`src/rtl/fpu_arbiter_if.sv`:
```
// Requester, response and shared-FPU signals of the two-port FPU arbiter.
// The arbiter takes the slave view, requesters the master view, the FPU the unit view.
interface fpu_arbiter_if;
    logic        req0_valid;
    logic        req0_ready;
    logic [31:0] req0_a;
    logic [31:0] req0_b;
    logic [1:0]  req0_op;
    logic        req1_valid;
    logic        req1_ready;
    logic [31:0] req1_a;
    logic [31:0] req1_b;
    logic [1:0]  req1_op;

    logic        resp0_valid;
    logic        resp0_ready;
    logic [31:0] resp0_data;
    logic        resp1_valid;
    logic        resp1_ready;
    logic [31:0] resp1_data;

    logic [31:0] fpu_a;
    logic [31:0] fpu_b;
    logic [1:0]  fpu_opcode;
    logic [31:0] fpu_o;
    logic        busy;

    modport slave (
        input  req0_valid, req0_a, req0_b, req0_op,
        input  req1_valid, req1_a, req1_b, req1_op,
        output req0_ready, req1_ready,
        output resp0_valid, resp0_data, resp1_valid, resp1_data,
        input  resp0_ready, resp1_ready,
        output fpu_a, fpu_b, fpu_opcode, busy,
        input  fpu_o
    );

    modport master (
        output req0_valid, req0_a, req0_b, req0_op,
        output req1_valid, req1_a, req1_b, req1_op,
        input  req0_ready, req1_ready,
        input  resp0_valid, resp0_data, resp1_valid, resp1_data,
        output resp0_ready, resp1_ready,
        input  busy
    );

    modport unit (
        input  fpu_a, fpu_b, fpu_opcode,
        output fpu_o
    );
endinterface

```
`src/rtl/fpu_arbiter.sv`:
```
// Round-robin arbiter giving two requesters access to one fixed-latency FPU.
// One operation is in flight at a time; the result is held until its owner consumes it.
module fpu_arbiter #(
    parameter int FPU_LAT = 2
) (
    input  logic         clk,
    input  logic         rst_n,
    fpu_arbiter_if.slave bus
);
    typedef enum logic [1:0] {IDLE, WAIT, RESP} state_t;

    localparam logic [3:0] LAT_LOAD = 4'(FPU_LAT);

    state_t      state_q;
    logic [3:0]  cnt_q;
    logic        ptr_q;
    logic        owner_q;
    logic [31:0] fpu_a_q;
    logic [31:0] fpu_b_q;
    logic [1:0]  op_q;
    logic [31:0] result_q;
    logic        resp0_valid_q;
    logic        resp1_valid_q;
    logic        busy_q;

    logic        gnt0;
    logic        gnt1;
    logic        owner_ready;

    // Pointer only breaks ties; a lone requester always wins.
    always_comb begin
        gnt0 = 1'b0;
        gnt1 = 1'b0;
        if (state_q == IDLE) begin
            if (bus.req0_valid && bus.req1_valid) begin
                gnt0 = ~ptr_q;
                gnt1 = ptr_q;
            end else begin
                gnt0 = bus.req0_valid;
                gnt1 = bus.req1_valid;
            end
        end
    end

    assign owner_ready = owner_q ? bus.resp1_ready : bus.resp0_ready;

    always_ff @(posedge clk or negedge rst_n) begin
        if (!rst_n) begin
            state_q       <= IDLE;
            cnt_q         <= 4'd0;
            ptr_q         <= 1'b0;
            owner_q       <= 1'b0;
            fpu_a_q       <= 32'd0;
            fpu_b_q       <= 32'd0;
            op_q          <= 2'b00;
            result_q      <= 32'd0;
            resp0_valid_q <= 1'b0;
            resp1_valid_q <= 1'b0;
            busy_q        <= 1'b0;
        end else begin
            case (state_q)
                IDLE: begin
                    if (gnt0 || gnt1) begin
                        fpu_a_q <= gnt1 ? bus.req1_a  : bus.req0_a;
                        fpu_b_q <= gnt1 ? bus.req1_b  : bus.req0_b;
                        op_q    <= gnt1 ? bus.req1_op : bus.req0_op;
                        owner_q <= gnt1;
                        ptr_q   <= ~gnt1;
                        cnt_q   <= LAT_LOAD;
                        busy_q  <= 1'b1;
                        state_q <= WAIT;
                    end
                end
                WAIT: begin
                    cnt_q <= cnt_q - 4'd1;
                    // Counter hits zero on this edge: the FPU output is valid now.
                    if (cnt_q == 4'd1) begin
                        result_q      <= bus.fpu_o;
                        resp0_valid_q <= ~owner_q;
                        resp1_valid_q <= owner_q;
                        state_q       <= RESP;
                    end
                end
                RESP: begin
                    if (owner_ready) begin
                        resp0_valid_q <= 1'b0;
                        resp1_valid_q <= 1'b0;
                        busy_q        <= 1'b0;
                        state_q       <= IDLE;
                    end
                end
                default: begin
                    state_q <= IDLE;
                end
            endcase
        end
    end

    assign bus.req0_ready  = gnt0;
    assign bus.req1_ready  = gnt1;
    assign bus.resp0_valid = resp0_valid_q;
    assign bus.resp1_valid = resp1_valid_q;
    assign bus.resp0_data  = result_q;
    assign bus.resp1_data  = result_q;
    assign bus.fpu_a       = fpu_a_q;
    assign bus.fpu_b       = fpu_b_q;
    assign bus.fpu_opcode  = op_q;
    assign bus.busy        = busy_q;
endmodule

```
`src/flat_wrapper.sv`:
```
// flat-port wrapper written by rule: the top's interface ports become plain ports
module fpu_arbiter_flat 
#(
    parameter int FPU_LAT = 2
)
  (clk, rst_n, bus_req0_valid, bus_req0_a, bus_req0_b, bus_req0_op, bus_req1_valid, bus_req1_a, bus_req1_b, bus_req1_op, bus_req0_ready, bus_req1_ready, bus_resp0_valid, bus_resp0_data, bus_resp1_valid, bus_resp1_data, bus_resp0_ready, bus_resp1_ready, bus_fpu_a, bus_fpu_b, bus_fpu_opcode, bus_busy, bus_fpu_o);
  fpu_arbiter_if bus_i ();
  input  logic clk;
  input  logic rst_n;
  input wire logic [$bits(bus_i.req0_valid)-1:0] bus_req0_valid;
  input wire logic [$bits(bus_i.req0_a)-1:0] bus_req0_a;
  input wire logic [$bits(bus_i.req0_b)-1:0] bus_req0_b;
  input wire logic [$bits(bus_i.req0_op)-1:0] bus_req0_op;
  input wire logic [$bits(bus_i.req1_valid)-1:0] bus_req1_valid;
  input wire logic [$bits(bus_i.req1_a)-1:0] bus_req1_a;
  input wire logic [$bits(bus_i.req1_b)-1:0] bus_req1_b;
  input wire logic [$bits(bus_i.req1_op)-1:0] bus_req1_op;
  output wire logic [$bits(bus_i.req0_ready)-1:0] bus_req0_ready;
  output wire logic [$bits(bus_i.req1_ready)-1:0] bus_req1_ready;
  output wire logic [$bits(bus_i.resp0_valid)-1:0] bus_resp0_valid;
  output wire logic [$bits(bus_i.resp0_data)-1:0] bus_resp0_data;
  output wire logic [$bits(bus_i.resp1_valid)-1:0] bus_resp1_valid;
  output wire logic [$bits(bus_i.resp1_data)-1:0] bus_resp1_data;
  input wire logic [$bits(bus_i.resp0_ready)-1:0] bus_resp0_ready;
  input wire logic [$bits(bus_i.resp1_ready)-1:0] bus_resp1_ready;
  output wire logic [$bits(bus_i.fpu_a)-1:0] bus_fpu_a;
  output wire logic [$bits(bus_i.fpu_b)-1:0] bus_fpu_b;
  output wire logic [$bits(bus_i.fpu_opcode)-1:0] bus_fpu_opcode;
  output wire logic [$bits(bus_i.busy)-1:0] bus_busy;
  input wire logic [$bits(bus_i.fpu_o)-1:0] bus_fpu_o;
  assign bus_i.req0_valid = bus_req0_valid;
  assign bus_i.req0_a = bus_req0_a;
  assign bus_i.req0_b = bus_req0_b;
  assign bus_i.req0_op = bus_req0_op;
  assign bus_i.req1_valid = bus_req1_valid;
  assign bus_i.req1_a = bus_req1_a;
  assign bus_i.req1_b = bus_req1_b;
  assign bus_i.req1_op = bus_req1_op;
  assign bus_req0_ready = bus_i.req0_ready;
  assign bus_req1_ready = bus_i.req1_ready;
  assign bus_resp0_valid = bus_i.resp0_valid;
  assign bus_resp0_data = bus_i.resp0_data;
  assign bus_resp1_valid = bus_i.resp1_valid;
  assign bus_resp1_data = bus_i.resp1_data;
  assign bus_i.resp0_ready = bus_resp0_ready;
  assign bus_i.resp1_ready = bus_resp1_ready;
  assign bus_fpu_a = bus_i.fpu_a;
  assign bus_fpu_b = bus_i.fpu_b;
  assign bus_fpu_opcode = bus_i.fpu_opcode;
  assign bus_busy = bus_i.busy;
  assign bus_i.fpu_o = bus_fpu_o;
  fpu_arbiter #(.FPU_LAT(FPU_LAT)) u_core (.clk(clk), .rst_n(rst_n), .bus(bus_i));
endmodule
```
`config.mk`:
```
export PLATFORM = sky130hd
export DESIGN_NAME = fpu_arbiter_flat
export DESIGN_NICKNAME = d
export VERILOG_FILES = /design/src/rtl/fpu_arbiter_if.sv /design/src/rtl/fpu_arbiter.sv /design/src/flat_wrapper.sv
export SDC_FILE = /design/constraint.sdc
export NUM_CORES = 1
export LEC_CHECK = 0
export BUFFER_PORTS_ARGS = -buffer_cell sky130_fd_sc_hd__buf_2
export CORE_AREA = 2 2 119 121
export CTS_CLUSTER_DIAMETER = 200
export CTS_CLUSTER_SIZE = 40
export DETAILED_ROUTE_END_ITERATION = 10
export DIE_AREA = 0 0 121 123
export PLACE_DENSITY = 0.7
export SKIP_CTS_REPAIR_TIMING = 1
export SLEW_MARGIN = 20
export SYNTH_ARGS = -nofsm -noshare
export SYNTH_HDL_FRONTEND = slang
export SYNTH_SLANG_ARGS = --single-unit
```
`constraint.sdc`:
```
create_clock -name clk -period 3.9 [get_ports clk]
set_clock_uncertainty 0.2 [all_clocks]
set_input_delay 0.195 -clock clk [delete_from_list [all_inputs] [get_ports clk]]
set_output_delay 0.195 -clock clk [all_outputs]
set_load 0.05 [all_outputs]
```
==> summary.txt <==
Run status
  • Status: completed

Setup path
  • Max incr delay on CP: 0.84 ns
  • Arr. time, crit path: 2.14 ns
  • R2r setup slk: 1.46 ns
  • FF-to-FF End: u_core.bus.fpu_a[17]
  • Critical R2R Launch: u_core.state_q[0]
  • CP delay by family, top: simple AND/OR/NAND/NOR gates
  • Critical Path RT: 3.50 ns
  • Setup crit end kind: output pin
  • Startpoint Class: register
  • Kind of critical path: reg2out
  • R2R cell count: 4
  • WP buf/inv: 1
  • Max stage delay cell, worst path: or3b_2
  • Max FO, Critical Path: 30
  • CP Cell Sequence: or3b_2 > nor2_1 > buf_2
  • Crit path depth: 3

Floorplan
  • Core area: 0.0136 mm^2
  • # rows: 43
  • Initial Util: 0.365
  • Height of the die: 123 um
  • Die area: 0.0149 mm^2
  • Die X: 121 um
  • I/O pin cnt: 305

Final layout
  • Fillers: 1111
  • Area grow syn2layout: 54.2%
  • Nets@finish: 907
  • Final core utilization: 0.563
  • Post-Layout Cell Count: 920
  • Layout cells sized above 1: 0.503
  • Antenna diodes: 0

STA
  • Finish-stage setup viols: 0
  • RSZ-0062 raised after global routing: false
  • Slew Limit Fails: 0
  • Rel. slew slack: 0.404
  • Final Hold Viols: 0
  • Final worst-path cycle share: 0.651
  • Worst slew pin tran: 0.891 ns
  • Post-layout minimum cycle time: 2.54 ns
  • Worst hold-check slack: 0.0189 ns
  • Post-route setup TNS: 0 ns
  • Max Freq: 394 MHz

Power
  • P per Cell Area: 1010 mW/mm^2
  • Worst vdd ir: 0.442 mV
  • Power, Total: 7.71 mW
  • Reg power frac: 0.267
  • Clk network pwr share: 0.124
  • Pleak: 3.71 nW
  • Sw Share: 0.550
  • P_int: 3.47 mW
  • Switch Pwr: 4.24 mW
  • Combinational power share: 0.609

Drt
  • Vias/cell: 5.07
  • Post-DR wirelength/cell: 17.5 um
  • Via count: 4668
  • Initial drt markers: 274
  • Routed Antenna Nets: 0
  • Drt drc: 0
  • WL final: 16100 um
  • DRT Pass-1 Iters: 4

GRT
  • Vias in the first global route: 4172
  • GRT Util Overall: 0.185
  • Largest net degree at the start of global routing: 60
  • Total congestion overflow: 0
  • First-pass GRT wire length: 21600 um
  • Initial antenna violation count: 0

Placement
  • DP HPWL: 10600 um
  • IO buf count: 304
  • Placed insts: 805
  • RD Place Congestion: 0.770

Synthesis
  • Synthesized instance count: 380
  • Syn_area_per_cell: 13.1 um^2
  • FF+latch count, synth: 109
  • Synth cell types: 34
  • Post-Syn Area: 0.00497 mm^2
  • Sequential element share of the synthesized area: 0.549
  • Synth Net Count: 552
  • Synth Warn #: 0

Min path
  • Tightest Hold Check Type: in2async

Clock tree
  • Clk_lat worst skew: 0.34 ns
  • Root buffer cell: clkbuf_16
  • CTS tree: done
  • Clock buffer depth: 2
  • Clk pin slew, worst setup/hold paths: 0.07 ns
  • CTS Buf Count: 9
  • Htree depth: 3
  • Clock Sinks: 109

Run
  • Reported max-cap violation count: 0
synth_stat cells:
cell	instances	area share
nand2_2	1	0.0013
o2bb2ai_1	1	0.0018
dfrtp_1	109	0.55
a22o_1	1	0.0018
a221o_1	66	0.13
buf_4	32	0.048
o21ai_1	1	0.0010
nor3b_2	7	0.018
mux2i_1	1	0.0020
nor3b_1	60	0.091
o21ai_0	3	0.0030
and2b_1	1	0.0015
buf_6	5	0.011
nor4_1	1	0.0013
a2bb2o_1	1	0.0020
clkbuf_1	13	0.0098
o31ai_1	1	0.0015
inv_1	3	0.0023
a22oi_1	2	0.0030
xor2_1	1	0.0018
nand2b_1	2	0.0025
o22ai_1	1	0.0013
nand2_1	4	0.0030
or3b_1	1	0.0018
nor2_2	1	0.0013
and3_1	1	0.0013
a21o_1	1	0.0015
nor2b_1	2	0.0025
mux2_2	33	0.075
nor3_1	1	0.0010
buf_2	16	0.016
nand3b_1	1	0.0015
ha_1	2	0.0050
nor2_1	4	0.0030
power by group through the flow:
stage | combinational [mW] | clock [mW] | sequential [mW]
floorplan | 1.98 | 0 | 3.82
global placement | 4.56 | 0 | 2.05
detailed placement | 4.63 | 0 | 2.06
CTS | 4.63 | 0.976 | 2.06
global route | 4.90 | 1.03 | 2.13
finish | 4.69 | 0.952 | 2.06
routing by layer:
layer | vias up | track usage | share of wire
met4 | 0 | 0.0560 | 0.019
li1 | 2120 | - | -
met1 | 2277 | 0.224 | 0.38
met5 | - | 0 | 0
met3 | 25 | 0.0346 | 0.070
met2 | 246 | 0.333 | 0.53
flip-flops by register name, indices dropped and copies added (netlist names), 2 cells and up:
signal                 flops
u_core.bus.fpu_a          32
u_core.bus.fpu_b          32
u_core.state_q             2
u_core.bus.fpu_opcode      2
u_core.bus.resp0_data     32
u_core.cnt_q               4
cell usage in the layout, fill, tap and decap left out, drive strengths merged, types with 2 or more instances in the layout:
master / count
nand2: 5
o21ai: 4
mux2: 33
nor2b: 2
inv: 5
nor2: 5
nor3b: 67
nand2b: 2
a22oi: 2
dlygate4sd3: 99
clkbuf: 12
dfrtp: 109
ha: 2
a221o: 66
buf: 311
worst max-delay path by stage:
stage                       from                    to  slack (ns)
6_report       u_core.state_q[1]        bus_req1_ready        1.36
5_1_grt        u_core.state_q[0]        bus_req1_ready        1.26
4_1_cts        u_core.state_q[1]        bus_req1_ready        1.31
3_5_place_dp   u_core.state_q[0]  u_core.bus.fpu_a[24]        1.48
3_3_place_gp   u_core.state_q[0]  u_core.bus.fpu_a[15]        1.58
2_1_floorplan  u_core.state_q[1]        bus_req1_ready        1.65
per-stage QoR:
stage          cell area (um^2)  setup slack, ns
2_1_floorplan              4970             1.65
3_3_place_gp               6370             1.58
3_5_place_dp               6370             1.48
4_1_cts                    6680             1.31
5_1_grt                    7670             1.26
6_report                   7670             1.36
cell type report:
class | count | area (um^2) | area share
Multi-Input combinational cell | 202 | 1830 | 0.238
Tap cell | 180 | 225 | 0.0294
Clock buffer | 12 | 256 | 0.0335
Sequential cell | 109 | 2730 | 0.356
Inverter | 3 | 11.3 | 0.00147
Clock inverter | 4 | 52.6 | 0.00685
Timing Repair Buffer | 410 | 2570 | 0.335
cells by family after synthesis:
group	after synthesis	share of synthesized area
xor+xnor	1	0.00176
compound gates	78	0.150
buf+inv	69	0.0878
simple gates	87	0.130
flops	109	0.549
fa+ha+maj	2	0.00503
mux	34	0.0768
worst register-to-register path, stage by stage (launching register included):
cell,delay [ns]
dfrtp_1,0.48
or3b_2,0.71
buf_4,0.52
nor3b_1,0.13
a221o_1,0.28
Note: power is estimated with default switching activity, not from simulation.
